[config.mk]
export PLATFORM = sky130hd
export DESIGN_NAME = mandel_pixel_collector
export DESIGN_NICKNAME = d
export VERILOG_FILES = /design/src/rtl/mandel_pkg.sv /design/src/rtl/mandel_colour_map.sv /design/src/rtl/mandel_pixel_collector.sv
export SDC_FILE = /design/constraint.sdc
export NUM_CORES = 1
export LEC_CHECK = 0
export BUFFER_PORTS_ARGS = -buffer_cell sky130_fd_sc_hd__buf_2
export CAP_MARGIN = 20
export CORE_MARGIN = 2
export CORE_UTILIZATION = 48
export DETAILED_ROUTE_END_ITERATION = 6
export PLACE_DENSITY = 0.68
export SETUP_SLACK_MARGIN = 0.4
export SYNTH_ARGS = -nofsm -noshare
export SYNTH_HDL_FRONTEND = slang
export SYNTH_HIERARCHICAL = 1
export SYNTH_SLANG_ARGS = --single-unit
export TNS_END_PERCENT = 20
[constraint.sdc]
create_clock -name clk -period 18.4 [get_ports clk]
set_clock_uncertainty 0.2 [all_clocks]
set_input_delay 3.68 -clock clk [delete_from_list [all_inputs] [get_ports clk]]
set_output_delay 3.68 -clock clk [all_outputs]
set_load 0.03 [all_outputs]
[src/rtl/mandel_pkg.sv]
// Shared types and colour-map constants for the Mandelbrot pixel collector.
package mandel_pkg;

  typedef enum logic [0:0] {
    ST_WAIT   = 1'b0,
    ST_STREAM = 1'b1
  } state_e;

  localparam int CHAN_W = 8;
  localparam int RGB_W  = 3 * CHAN_W;

  localparam logic [RGB_W-1:0] INSIDE_RGB = {RGB_W{1'b0}};

  function automatic logic [RGB_W-1:0] grey_rgb(input logic [CHAN_W-1:0] g);
    return {g, g, g};
  endfunction

endpackage

[src/rtl/mandel_colour_map.sv]
// Combinational iteration-count to pixel mapping: inside-set points are black,
// escaping points become a grey level taken from the low count byte.
module mandel_colour_map
  import mandel_pkg::*;
#(
  parameter int ITER_WIDTH       = 16,
  parameter int MAX_ITER         = 255,
  parameter int PIXEL_DATA_WIDTH = 32
) (
  input  logic [ITER_WIDTH-1:0]       iter_i,
  output logic [PIXEL_DATA_WIDTH-1:0] pixel_o
);

  localparam logic [ITER_WIDTH-1:0] MAX_ITER_C = ITER_WIDTH'(MAX_ITER);

  // Grey ramp for escaping points, black for points inside the set
  always_comb begin
    pixel_o = '0;
    if (iter_i >= MAX_ITER_C) begin
      pixel_o[RGB_W-1:0] = INSIDE_RGB;
    end else begin
      pixel_o[RGB_W-1:0] = grey_rgb(iter_i[CHAN_W-1:0]);
    end
  end

endmodule

[src/rtl/mandel_pixel_collector.sv]
// Captures one batch of engine results when every engine is done, then streams
// the mapped pixels in raster order while the engines compute the next batch.
module mandel_pixel_collector
  import mandel_pkg::*;
#(
  parameter int PIXEL_DATA_WIDTH = 32,
  parameter int SCREEN_WIDTH     = 640,
  parameter int SCREEN_HEIGHT    = 480,
  parameter int NUM_ENGINES      = 6,
  parameter int ITER_WIDTH       = 16,
  parameter int MAX_ITER         = 255
) (
  input  logic                        clk,
  input  logic                        reset,
  input  logic [NUM_ENGINES-1:0]      eng_done,
  input  logic [ITER_WIDTH-1:0]       eng_iter [NUM_ENGINES],
  output logic                        fin_flag,
  output logic [PIXEL_DATA_WIDTH-1:0] out_data,
  output logic                        out_valid,
  input  logic                        out_ready,
  output logic                        out_sof,
  output logic                        out_eol
);

  localparam int X_W   = $clog2(SCREEN_WIDTH);
  localparam int Y_W   = $clog2(SCREEN_HEIGHT);
  localparam int IDX_W = (NUM_ENGINES > 1) ? $clog2(NUM_ENGINES) : 1;

  localparam logic [X_W-1:0]   X_LAST   = X_W'(SCREEN_WIDTH - 1);
  localparam logic [Y_W-1:0]   Y_LAST   = Y_W'(SCREEN_HEIGHT - 1);
  localparam logic [IDX_W-1:0] IDX_LAST = IDX_W'(NUM_ENGINES - 1);

  state_e                state_q, state_d;
  logic [IDX_W-1:0]      idx_q, idx_d;
  logic [X_W-1:0]        x_q, x_d;
  logic [Y_W-1:0]        y_q, y_d;
  logic                  fin_q, fin_d;
  logic                  capture_s;

  logic [PIXEL_DATA_WIDTH-1:0] pix_s [NUM_ENGINES];
  logic [PIXEL_DATA_WIDTH-1:0] buf_q [NUM_ENGINES];

  for (genvar g = 0; g < NUM_ENGINES; g++) begin : g_map
    mandel_colour_map #(
      .ITER_WIDTH      (ITER_WIDTH),
      .MAX_ITER        (MAX_ITER),
      .PIXEL_DATA_WIDTH(PIXEL_DATA_WIDTH)
    ) u_map (
      .iter_i (eng_iter[g]),
      .pixel_o(pix_s[g])
    );
  end

  // Next-state: capture on all-done in WAIT, advance index and raster on each transfer
  always_comb begin
    state_d   = state_q;
    idx_d     = idx_q;
    x_d       = x_q;
    y_d       = y_q;
    fin_d     = 1'b0;
    capture_s = 1'b0;
    case (state_q)
      ST_WAIT: begin
        if (&eng_done) begin
          capture_s = 1'b1;
          idx_d     = '0;
          fin_d     = 1'b1;
          state_d   = ST_STREAM;
        end else begin
          state_d = ST_WAIT;
        end
      end
      ST_STREAM: begin
        if (out_ready) begin
          if (x_q == X_LAST) begin
            x_d = '0;
            if (y_q == Y_LAST) begin
              y_d = '0;
            end else begin
              y_d = y_q + Y_W'(1);
            end
          end else begin
            x_d = x_q + X_W'(1);
          end
          if (idx_q == IDX_LAST) begin
            idx_d   = '0;
            state_d = ST_WAIT;
          end else begin
            idx_d   = idx_q + IDX_W'(1);
            state_d = ST_STREAM;
          end
        end else begin
          state_d = ST_STREAM;
        end
      end
      default: state_d = ST_WAIT;
    endcase
  end

  // Control and raster-position registers
  always_ff @(posedge clk or posedge reset) begin
    if (reset) begin
      state_q <= ST_WAIT;
      idx_q   <= '0;
      x_q     <= '0;
      y_q     <= '0;
      fin_q   <= 1'b0;
    end else begin
      state_q <= state_d;
      idx_q   <= idx_d;
      x_q     <= x_d;
      y_q     <= y_d;
      fin_q   <= fin_d;
    end
  end

  // Pixel buffer keeps its contents across reset; it is only read while streaming
  always_ff @(posedge clk) begin
    if (capture_s) begin
      buf_q <= pix_s;
    end
  end

  assign fin_flag  = fin_q;
  assign out_valid = (state_q == ST_STREAM);
  assign out_data  = buf_q[idx_q];
  assign out_sof   = (x_q == '0) && (y_q == '0);
  assign out_eol   = (x_q == X_LAST);

endmodule

==> impl_metrics.toml <==
[clock_tree]
ctsResizeCount = 0
cts_buffers = 23
cts_root_buf = "clkbuf_16"
clkSinkCount = 216
ctsLongestPathBuffers = 3
clk_latency_ns = 0.49
htreeDepth = 1
post_cts_buffers = 0
cts_tree = "done"
cts.clk_slew.worst_paths_ns = 0.06
holdBufCountCts = 0

[route]
drc = 0
dr_total_vias = 5702
wire_per_inst_um = 17.4
postRouteAntennaNets = 0
first_pass_iters = 5
avgViaCountPerCell = 5.26
first_iter_violations = 526
wirelength_um = 18800

[place]
io_buffers = 140
place_area_sq_um = 10900
preCtsSetupSlack_ns = 11.98
dp.cells = 1044
gp_congestion = 0.811
hpwl_um = 13000

[logic_synthesis]
yosys_most_used_dff = "edfxtp_1"
yosys.area_share.adder_pct = 0.457
synth.area.top_cells = "edfxtp_1, buf_4, mux4_2, a2111oi_2, dfrtp_1"
syn_area_sq_um = 11000
synth.most_common_cell = "edfxtp_1"
avgSynthCellArea_sq_um = 14.4
synth-async-reset-ratio_pct = 11.1
synthCells = 761
synthMuxAreaShare_pct = 9.69
synth_xor_area_share_pct = 0.559
synth.distinct_cells = 46
synth_warnings = 6
synth_compound_area_share_pct = 10.4
synth_seq_cells = 216
yosys.area_share.simple_pct = 5.14
ys_top_cells_by_count = "edfxtp_1, buf_4, inv_1"
synth.top_cell.area_share_pct = 52.6
synth_edf_count = 192
synth_area_leader_cell = "edfxtp_1"
synth_seq_area_share_pct = 58.1
synth_top_family_by_area = "buffers and inverters"

[worst_setup_path]
critPathMaxFanout = 42
path_cells = "buf_4 -> mux4_2 -> inv_1 -> o22ai_1 -> buf_2"
rrSetupSlack_ns = 16.06
required_ns = 14.52
crit_buf_inv = 3
crit_type = "flop to output pin"
slowest_delay_ns = 0.74
worst_setup_path_end_kind = "output pin"
critPathLaunchType = "flop"
critPathArrivalTime_ns = 2.99
path_delay_family = "buffers and inverters"
slowest_stage = "dfrtp_4"

[global_routing]
grt_pass1_wl_um = 29200
grt_usage_pct = 15.6
grt_antenna_before_repair = 0
grt-ovfl-total = 0
grt_max_degree = 197
grt_pass1_vias = 5308

[sta]
hold_viol = 0
rsz0062_at_grt = "no"
setup_viol = 0
holdWs_ns = 0.331
min_period_ns = 6.87
slew_headroom_pct = 32.2
finalCritPeriodShare_pct = 37.4
setup_slack_ns = 11.53
timing.fmax_mhz = 145
final.setup.tns_ns = 0
slew_violations = 0
worst_pin_slew_ns = 1.02

[finish]
area_delta_synth_final_pct = 6.32
instances_no_fill = 1085
fillCellCount = 1894
antennaDiodeCount = 0
multi_input_area_sq_um = 3070
fin_nets = 894
ff_latch_area_sq_um = 6370
final_area_sq_um = 11700
layout-drive-gt1-share_pct = 34.6

[die]
die_x_um = 155
rows = 55
dieArea_sq_um = 24100
initial_utilization_pct = 48.7
ios = 141
die_y_um = 155
core_area_sq_um = 22500

[pwr]
powerDensity_nw_per_um2 = 117
ir_drop_uv = 64.4
p_leak_nw = 4.44

[min_path]
hp-class = "flop to flop"

[outcome]
outcome = "finished clean"

[run]
drv_cap = 0
[final timing paths]
| check | start | to | cells past startpoint |
|---|---|---|---|
| setup / recovery | idx_q[0] | out_data[15] | 5 |
| hold / removal | x_q[4] | x_q[4] | 1 |
| setup reg to reg | idx_q[0] | idx_q[1] | 3 |
| hold reg to reg | x_q[4] | x_q[4] | 1 |
| max in group asynchronous | reset | idx_q[0] | 3 |
| min in group asynchronous | reset | fin_flag | 2 |
[cells by family after synthesis]
logic type | after synthesis
buffers and inverters | 276
DFF | 216
muxes | 66
xor gates and xnor gates | 7
and+or+nand+nor | 81
other | 6
AOI/OAI and AO/OA | 105
adders and majority gates | 4
[cell type report]
| type | count | area share (%) |
|---|---|---|
| Inverter | 87 | 2.80 |
| Multi-Input combinational cell | 311 | 26.4 |
| Clock inverter | 12 | 1.16 |
| Tap cell | 285 | 3.06 |
| Sequential cell | 216 | 54.7 |
| Clock buffer | 28 | 5.27 |
| Timing Repair Buffer | 146 | 6.68 |
[cell usage in the layout, fill, tap and decap left out, types with 2 or more instances in the layout]
master,n
o21ai_0,12
clkbuf_8,2
nand3_1,9
clkbuf_16,23
a21o_2,2
and3_2,3
mux2i_1,33
nand2b_1,2
bufinv_16,3
a2111oi_2,42
or4_1,6
edfxtp_1,192
a21oi_1,5
buf_4,4
clkinv_2,2
nand4_1,7
ha_1,4
a2111oi_4,6
mux4_2,32
buf_2,140
conb_1,48
dfrtp_1,23
nor4b_1,2
nor2_1,4
and4_1,13
or4_4,6
clkbuf_1,3
and4_2,2
nor4_1,2
nand2_1,13
o31ai_1,2
clkinv_1,5
inv_1,87
xnor2_1,6
o22ai_1,34
[state kept, by name, indices dropped and copies added, names as in the netlist]
register,count
buf_q,192
fin_flag,1
idx_q,3
out_valid,1
x_q,10
y_q,9
[power breakdown]
part           total (mW)  leakage (nW)  internal [mW]  switching (mW)
Combinational       0.350          1.83          0.137           0.213
Sequential          0.566          2.25          0.541          0.0250
Clock               0.452         0.364          0.278           0.174
Total                1.37          4.44          0.956           0.412
[metal layers]
metal | routed length, um | up-vias | share of wire, % | track usage, %
met5 | 0 | - | 0 | 0
met4 | 376 | 0 | 2.0 | 4.50
met3 | 977 | 30 | 5.2 | 1.95
met2 | 8800 | 190 | 47 | 24.5
met1 | 8670 | 2767 | 46 | 23.2
li1 | - | 2715 | - | -
[through the flow]
step                      util, %  total power, mW
after global routing         51.8             1.43
final                        51.8             1.37
after global placement       48.3            0.927
after floorplan                 -            0.853
after CTS                    51.7             1.38
after detailed placement     48.3            0.930
(Power assumes the default switching activity.)
